### src/rtl/inst_queue_pkg.sv
// inst_queue_pkg: shared types and constants for the fetch-to-decode instruction queue
package inst_queue_pkg;
    typedef logic [31:0] virt_t;
    typedef logic [31:0] uint32_t;
    typedef struct packed {
        logic       ex;
        logic       tlb_refill;
        logic [4:0] exccode;
    } exception_t;
    localparam logic [4:0] EXC_ADEL = 5'h04;
    localparam logic [4:0] EXC_TLBL = 5'h02;
    typedef struct packed {
        virt_t      pc;
        uint32_t    inst;
        exception_t ex;
    } inst_queue_entry_t;
    localparam int INST_QUEUE_DEPTH = 16;
endpackage

### src/rtl/inst_queue_if.sv
// inst_queue_if: fetch-side push and decode-side pop bundle of the instruction queue
interface inst_queue_if
    import inst_queue_pkg::*;
#(
    parameter int DEPTH = INST_QUEUE_DEPTH
) ();
    localparam int PTR_W = $clog2(DEPTH);
    logic                   flush;
    logic       [1:0]       enq_valid;
    virt_t      [1:0]       enq_pc;
    uint32_t    [1:0]       enq_inst;
    exception_t [1:0]       enq_ex;
    logic                   enq_ready;
    logic       [1:0]       deq_valid;
    virt_t      [1:0]       deq_pc;
    uint32_t    [1:0]       deq_inst;
    exception_t [1:0]       deq_ex;
    logic       [1:0]       deq_num;
    logic       [PTR_W:0]   count;
    modport master (
        output flush, enq_valid, enq_pc, enq_inst, enq_ex, deq_num,
        input  enq_ready, deq_valid, deq_pc, deq_inst, deq_ex, count
    );
    modport slave (
        input  flush, enq_valid, enq_pc, enq_inst, enq_ex, deq_num,
        output enq_ready, deq_valid, deq_pc, deq_inst, deq_ex, count
    );
endinterface

### src/rtl/inst_queue.sv
// inst_queue: two-wide circular FIFO decoupling fetch from decode, with full flush
module inst_queue
    import inst_queue_pkg::*;
#(
    parameter int DEPTH = INST_QUEUE_DEPTH
) (
    input logic       clk,
    input logic       reset,
    inst_queue_if.slave q
);
    localparam int PTR_W = $clog2(DEPTH);
    localparam logic [PTR_W:0] READY_MAX = (PTR_W+1)'(DEPTH - 2);
    localparam logic [PTR_W:0] CNT_TWO = (PTR_W+1)'(2);
    localparam logic [PTR_W-1:0] PTR_ONE = PTR_W'(1);

    inst_queue_entry_t mem_q [DEPTH];
    logic [PTR_W-1:0] head_q, head_d, tail_q, tail_d, head1, tail1;
    logic [PTR_W:0]   count_q, count_d;
    logic [1:0]       push_n, avail_n, pop_n;

    // Handshake from registered occupancy, clamped pop, next pointers and head/head+1 read
    always_comb begin
        head1 = head_q + PTR_ONE;
        tail1 = tail_q + PTR_ONE;
        q.enq_ready = count_q <= READY_MAX;
        q.deq_valid = {count_q >= CNT_TWO, count_q != '0};
        q.count = count_q;
        avail_n = count_q >= CNT_TWO ? 2'd2 : count_q[1:0];
        pop_n = q.deq_num > avail_n ? avail_n : q.deq_num;
        push_n = !q.enq_ready ? 2'd0 : q.enq_valid == 2'b11 ? 2'd2 : q.enq_valid == 2'b01 ? 2'd1 : 2'd0;
        head_d = q.flush ? '0 : head_q + PTR_W'(pop_n);
        tail_d = q.flush ? '0 : tail_q + PTR_W'(push_n);
        count_d = q.flush ? '0 : count_q + (PTR_W+1)'(push_n) - (PTR_W+1)'(pop_n);
        q.deq_pc = {mem_q[head1].pc, mem_q[head_q].pc};
        q.deq_inst = {mem_q[head1].inst, mem_q[head_q].inst};
        q.deq_ex = {mem_q[head1].ex, mem_q[head_q].ex};
    end

    // Pointer and occupancy state; full/empty are decided by count, never by pointer compare
    always_ff @(posedge clk or posedge reset) begin
        if (reset) begin
            head_q <= '0;
            tail_q <= '0;
            count_q <= '0;
        end else begin
            head_q <= head_d;
            tail_q <= tail_d;
            count_q <= count_d;
        end
    end

    // Entry storage stays unreset since validity is carried entirely by count_q
    always_ff @(posedge clk) begin
        if (!q.flush && push_n != 2'd0)
            mem_q[tail_q] <= '{pc: q.enq_pc[0], inst: q.enq_inst[0], ex: q.enq_ex[0]};
        if (!q.flush && push_n == 2'd2)
            mem_q[tail1] <= '{pc: q.enq_pc[1], inst: q.enq_inst[1], ex: q.enq_ex[1]};
    end

    a_deq_num: assert property (@(posedge clk) disable iff (reset) q.deq_num <= avail_n);
    a_enq_valid: assert property (@(posedge clk) disable iff (reset) q.enq_valid != 2'b10);
endmodule

### src/flat_wrapper.sv
// flat-port wrapper written by rule: the top's interface ports become plain ports
module inst_queue_flat import inst_queue_pkg::*;
#(
    parameter int DEPTH = INST_QUEUE_DEPTH
)
  (clk, reset, q_flush, q_enq_valid, q_enq_pc, q_enq_inst, q_enq_ex, q_deq_num, q_enq_ready, q_deq_valid, q_deq_pc, q_deq_inst, q_deq_ex, q_count);
  inst_queue_if #(.DEPTH(DEPTH)) q_i ();
  input logic clk;
  input logic reset;
  input wire logic [$bits(q_i.flush)-1:0] q_flush;
  input wire logic [$bits(q_i.enq_valid)-1:0] q_enq_valid;
  input wire logic [$bits(q_i.enq_pc)-1:0] q_enq_pc;
  input wire logic [$bits(q_i.enq_inst)-1:0] q_enq_inst;
  input wire logic [$bits(q_i.enq_ex)-1:0] q_enq_ex;
  input wire logic [$bits(q_i.deq_num)-1:0] q_deq_num;
  output wire logic [$bits(q_i.enq_ready)-1:0] q_enq_ready;
  output wire logic [$bits(q_i.deq_valid)-1:0] q_deq_valid;
  output wire logic [$bits(q_i.deq_pc)-1:0] q_deq_pc;
  output wire logic [$bits(q_i.deq_inst)-1:0] q_deq_inst;
  output wire logic [$bits(q_i.deq_ex)-1:0] q_deq_ex;
  output wire logic [$bits(q_i.count)-1:0] q_count;
  assign q_i.flush = q_flush;
  assign q_i.enq_valid = q_enq_valid;
  assign q_i.enq_pc = q_enq_pc;
  assign q_i.enq_inst = q_enq_inst;
  assign q_i.enq_ex = q_enq_ex;
  assign q_i.deq_num = q_deq_num;
  assign q_enq_ready = q_i.enq_ready;
  assign q_deq_valid = q_i.deq_valid;
  assign q_deq_pc = q_i.deq_pc;
  assign q_deq_inst = q_i.deq_inst;
  assign q_deq_ex = q_i.deq_ex;
  assign q_count = q_i.count;
  inst_queue #(.DEPTH(DEPTH)) u_core (.clk(clk), .reset(reset), .q(q_i));
endmodule
### config.mk
export PLATFORM = sky130hd
export DESIGN_NAME = inst_queue_flat
export DESIGN_NICKNAME = d
export VERILOG_FILES = /design/src/rtl/inst_queue_pkg.sv /design/src/rtl/inst_queue_if.sv /design/src/rtl/inst_queue.sv /design/src/flat_wrapper.sv
export SDC_FILE = /design/constraint.sdc
export NUM_CORES = 2
export LEC_CHECK = 0
export CAP_MARGIN = 20
export CORE_ASPECT_RATIO = 1.75
export CORE_MARGIN = 2
export CORE_UTILIZATION = 40
export CTS_CLUSTER_DIAMETER = 120
export DETAILED_ROUTE_END_ITERATION = 10
export SLEW_MARGIN = 20
export SYNTH_ARGS = -nofsm -noshare
export SYNTH_HDL_FRONTEND = slang
export SYNTH_SLANG_ARGS = --single-unit
export TNS_END_PERCENT = 50
### constraint.sdc
create_clock -name clk -period 9.5 [get_ports clk]
set_clock_uncertainty 0.1 [all_clocks]
set_input_delay 1.425 -clock clk [delete_from_list [all_inputs] [get_ports clk]]
set_output_delay 1.425 -clock clk [all_outputs]
set_load 0.02 [all_outputs]
Word-level counts from Yosys, hierarchy flattened. Memory sizes are Yosys's and may differ from the RTL's. Index checks and enable logic that the tools add are counted.

Bits in registers: 13. Bits in latches: 0. Memory bits (writable): 1136. Bits in read-only memories: 0. Input port bits: 149. Output and inout bits: 150. Logic and storage cells: 33. Memories: 1.

Add/sub/neg operators: 6. Multiply operators: 0. Divide/modulo/power cells: 0. $lt $le $gt $ge: 3. Equality and inequality tests: 3. Shifts and indexed selects: 0. Mux-type cells: 12. Bitwise operators: 0. Reductions and logical operators: 5.

Memory list: u_core.mem_q (words 16, width 71, rd ports 2, clocked after memory_dff 0, write ports 2, RTL line inst_queue.sv:16) `inst_queue_entry_t mem_q [DEPTH];`.

Operator list (count): 4-bit by 1-bit adder with 4-bit output, second input constant (2); 4-bit by 2-bit adder with 4-bit output (2); 2-bit 2-to-1 mux (4); 4-bit 2-to-1 mux (2); 5-bit by 2-bit adder with 5-bit output (1); 5-bit by 2-bit greater-or-equal comparator with 1-bit output, second input constant (1); 5-bit by 4-bit less-or-equal comparator with 1-bit output, second input constant (1); 1-bit 2-to-1 mux (5); 5-bit 2-to-1 mux (1); 5-bit nonzero test (1); 5-bit by 2-bit subtractor with 5-bit output (1); 2-bit equality test, second input constant (2); 2-bit by 1-bit equality test with 1-bit output, second input constant (1); 2-bit > comparator (1); 1-bit logical AND (2); 2-bit nonzero test (1); 1-bit logical NOT (1).

Depth between registers and ports, before layout.
Depth after elaboration: 8. Mapped depth: 18. Mapped depth without buffers: 18.

Worst setup path after synthesis. No wires, ideal clock.

Path type: input-to-reg. Start point: input q_enq_valid[0]. End point: memory u_core.mem_q[0][0] in the netlist's numbering, enable pin. Library setup time: 0.605 ns. Arrival time: 7.243 ns. Data required time: 8.795 ns. Path slack: 1.552 ns. Cell stages on the path: 5. Buffers on the path: 1. Path through: inv_1 a211oi_2 buf_2 nand3b_1 o31ai_1.

RTL lines: start: declaration (RTL line flat_wrapper.sv:11) `input wire logic [$bits(q_i.enq_valid)-1:0] q_enq_valid;`; end: declaration (RTL line inst_queue.sv:16).

Worst setup path after layout.
Start point: register u_core.head_q[2]. End point: output q_deq_inst[42].

Cells in the longest elaborated chain, start to end: 2.

Ends and longest elaborated chain: start: declaration (RTL line inst_queue.sv:17) `logic [PTR_W-1:0] head_q, head_d, tail_q, tail_d, head1, tail1;`; start signal: assignment (RTL line inst_queue.sv:42) `head_q <= '0;`; start signal: assignment (RTL line inst_queue.sv:46) `head_q <= head_d;`; 4-bit by 1-bit adder with 4-bit output (RTL line inst_queue.sv:23) `head1 = head_q + PTR_ONE;`; memory 16 x 71 bit; end: declaration (RTL line flat_wrapper.sv:19) `output wire logic [$bits(q_i.deq_inst)-1:0] q_deq_inst;`.

Every way passes these cells.

==> reports/summary.txt <==
buffer count from post-CTS setup fixing = 0
mean routed wirelength per cell = 36.2 µm
number of placement rows = 198
Fin Setup TNS = 0 ns
pre-CTS WS = 3.43 ns
Synth Area in Adders = 0.420%
GRT overflow = 0
number of H-tree levels = 3
storage element area = 34500 µm²
Setup Viol. Count Final = 0
area inside the core boundary = 166000 µm²
count of input and output buffers = 298
main combinational cell family by area after synthesis = multiplexers
number of design rule violations left after detail routing = 0
total routing usage reported by global routing = 26.9%
Filler cells = 14700
effective utilization at floorplan = 40.2%
per-cell via count in the routed design = 6.55
number of flops mapped to enable cells by yosys = 1136
I/O Pins = 299
Worst IR Drop VDD = 384 µV
share of the synthesized area in the top cell type = 51.2%
prevailing post-synth register cell = sky130_fd_sc_hd__edfxtp_1
type of the worst setup path = flop to output port
layout cell share with drive strength beyond 1 = 45.9%
data arrival time of the worst path = 5.32 ns
depth of the most critical reg-to-reg path = 9
reg2reg end = u_core.mem_q[4][34]$_DFFE_PP_
global-route wire length before repair = 330000 µm
First-pass DRT Iterations = 5
type of element launching the critical path = flop
Yosys reg bits = 1149
Clk Latency, worst-skew pair = 0.74 ns
vias post-DR = 42100
cell at the root of the clock tree = sky130_fd_sc_hd__clkbuf_16
count of cell types in the netlist = 48
most numerous cell types in the synthesized netlist = 1136 x sky130_fd_sc_hd__edfxtp_1, 1066 x sky130_fd_sc_hd__mux2_2, 568 x sky130_fd_sc_hd__mux4_2
power after layout = 19.9 mW
worst-case register-to-register setup slack = 4.56 ns
Power Density = 265 nW/µm²
area occupied by multi-input gates = 30400 µm²
vias in the first global route = 44400
fin crit share = 72.0%
Maximum Capacitance Violations = 0
least setup slack across all paths after layout = 2.66 ns
Final GP Congestion = 0.805
standby leakage power = 23.5 nW
net count after synthesis = 4252
number of cells traversed by the worst hold path = 2
path type of the worst min-delay path = flop to flop
synth-to-layout area growth = 12.6%
portion of the post-synthesis area used by sequential elements = 51.6%
die outline area = 170000 µm²
number of hold buffers added after cts = 0
crit path time final = 6.84 ns
cell accounting for the most synthesized area = sky130_fd_sc_hd__edfxtp_1
multiplexer fraction of the synthesized cell area = 38.4%
average footprint of a synthesized cell = 16.3 µm²
run status = complete, no violations
Synth Cell Area = 66700 µm²
hold violation total from the final report = 0
final wirelength = 232000 µm
basic-gate share of the synthesized area counting and, or, nand and nor cells = 2.38%
largest net degree at the start of global routing = 116
NumNets Final = 4280
clock slew at the register clock pins of the worst setup and hold paths = 0.06 ns
number of antenna violations at the first check in global routing = 40
WP data required = 7.98 ns
CTS Sinks = 1149
height of the die = 544 µm
Max FO, Critical Path = 47
FMAX = 146 MHz
cell types with the largest area share after synthesis = sky130_fd_sc_hd__edfxtp_1 51%, sky130_fd_sc_hd__mux4_2 19%, sky130_fd_sc_hd__mux2_2 18%
total half-perimeter wirelength after legalization and detailed placement = 125000 µm
starting DRC count in detailed routing = 4579
XOR/XNOR share of the synthesized area = 0.0788%
unrepaired setup endpoints after global routing = false
Gate Count Post-Synth = 4083
normalized max-slew margin = 19.7%
sort of element at the end of the critical path = output port
post-synthesis compound-gate area fraction = 3.77%
final number of max-transition violations = 0
proportion of register bits with asynchronous set or reset after synthesis = 1.13%
worst-margin pin slew = 1.20 ns
total CTS buffers = 112
Horiz. Die Dim = 313 µm
deepest clock path buffer count = 3
cells resized by post-CTS repair = 0
number of warnings printed during yosys synthesis = 0
Worst Hold Launch = u_core.tail_q[3]$_DFF_PP0_
clock tree from TritonCTS = yes
FF-to-FF Start = u_core.q.count[4]$_DFF_PP0_
most frequent cell after synthesis = sky130_fd_sc_hd__edfxtp_1
worst min-delay path endpoint = u_core.tail_q[3]$_DFF_PP0_
post-detailed-route count of antenna-violating nets = 0
-- power by group --
| part | switching, mW | internal (mW) |
|---|---|---|
| registers | 0.157 | 5.71 |
| clock network | 2.06 | 2.51 |
| logic | 4.92 | 4.51 |
-- worst max path at each step --
stage                                           from                           end  slack [ns]  cells after the start
after floorplan                       q_enq_valid[0]  u_core.mem_q[0][0]$_DFFE_PP_        1.55                      5
after global placement    u_core.head_q[0]$_DFF_PP0_                 q_deq_inst[0]        3.46                      7
after detailed placement  u_core.head_q[2]$_DFF_PP0_                q_deq_inst[42]        3.43                      7
after CTS                 u_core.head_q[2]$_DFF_PP0_                q_deq_inst[42]        2.63                      7
after global routing      u_core.head_q[0]$_DFF_PP0_                 q_deq_inst[0]        2.54                      7
final                     u_core.head_q[2]$_DFF_PP0_                q_deq_inst[42]        2.66                      7
-- kinds of logic after synthesis --
logic type,count (synthesis)
fa+ha+maj,20
simple gates,327
mux,1705
xor+xnor,6
compound gates,385
flops,1149
buf+inv,491
-- per-layer routing --
metal	global-route usage (%)	part of all wire [%]
met2	46.2	50
met5	0	0.11
met1	34.5	39
met4	8.50	3.1
met3	5.03	7.8
-- final cells by class --
cell class / count / area share [%]
Multi-Input combinational cell: 2443 / 40.5
Tap cell: 2200 / 3.67
Sequential cell: 1149 / 45.9
Timing Repair Buffer: 389 / 5.02
Clock buffer: 135 / 3.88
Clock inverter: 73 / 0.940
Antenna cell: 16 / 0.0533
Inverter: 16 / 0.0833
-- cells in the final DEF, fill, tap and decap left out, types with 8 or more instances in the layout --
cell type,synthesis,layout
sky130_fd_sc_hd__nor2b_1,66,65
sky130_fd_sc_hd__a221o_1,15,15
sky130_fd_sc_hd__a22o_1,15,15
sky130_fd_sc_hd__ha_1,16,15
sky130_fd_sc_hd__mux4_2,568,568
sky130_fd_sc_hd__diode_2,0,16
sky130_fd_sc_hd__a21oi_1,8,8
sky130_fd_sc_hd__clkdlybuf4s50_1,0,298
sky130_fd_sc_hd__dfrtp_1,13,9
sky130_fd_sc_hd__o21ai_0,152,146
sky130_fd_sc_hd__mux2_2,1066,1066
sky130_fd_sc_hd__nand3_1,75,70
sky130_fd_sc_hd__clkinv_2,0,20
sky130_fd_sc_hd__buf_4,10,83
sky130_fd_sc_hd__a31oi_1,56,56
sky130_fd_sc_hd__a211oi_1,56,56
sky130_fd_sc_hd__clkinv_1,0,32
sky130_fd_sc_hd__nor2_1,28,19
sky130_fd_sc_hd__edfxtp_1,1136,1136
sky130_fd_sc_hd__mux2_1,70,70
sky130_fd_sc_hd__a22oi_1,70,70
sky130_fd_sc_hd__clkbuf_16,0,113
sky130_fd_sc_hd__nand2_1,127,120
sky130_fd_sc_hd__bufinv_16,0,12
sky130_fd_sc_hd__inv_1,16,15
sky130_fd_sc_hd__clkbuf_1,245,22
-- flip-flops by register name (all words and copies together), names as in the netlist --
register	flops
u_core.tail_q	4
u_core.mem_q	1136
u_core.head_q	4
u_core.q.count	5
-- through the flow --
step	util, %	instances	instance area (µm²)	hold WS [ns]
6_report	45.2	6421	75100	0.737
5_1_grt	45.2	6410	75100	0.736
4_1_cts	45.2	6405	75100	0.725
3_5_place_dp	43.0	6197	71400	0.712
3_3_place_gp	43.0	6195	71400	0.700
2_1_floorplan	-	4083	66700	0.535
-- critical path: stages (launching register included) --
cell,delay [ns]
sky130_fd_sc_hd__dfrtp_4,0.76
sky130_fd_sc_hd__buf_4,0.69
sky130_fd_sc_hd__nor2b_1,0.29
sky130_fd_sc_hd__a31o_4,0.84
sky130_fd_sc_hd__buf_4,0.82
sky130_fd_sc_hd__a22oi_1,0.17
sky130_fd_sc_hd__nand3_1,0.23
sky130_fd_sc_hd__clkdlybuf4s50_1,0.73
Note: power is estimated with default switching activity, not from simulation.
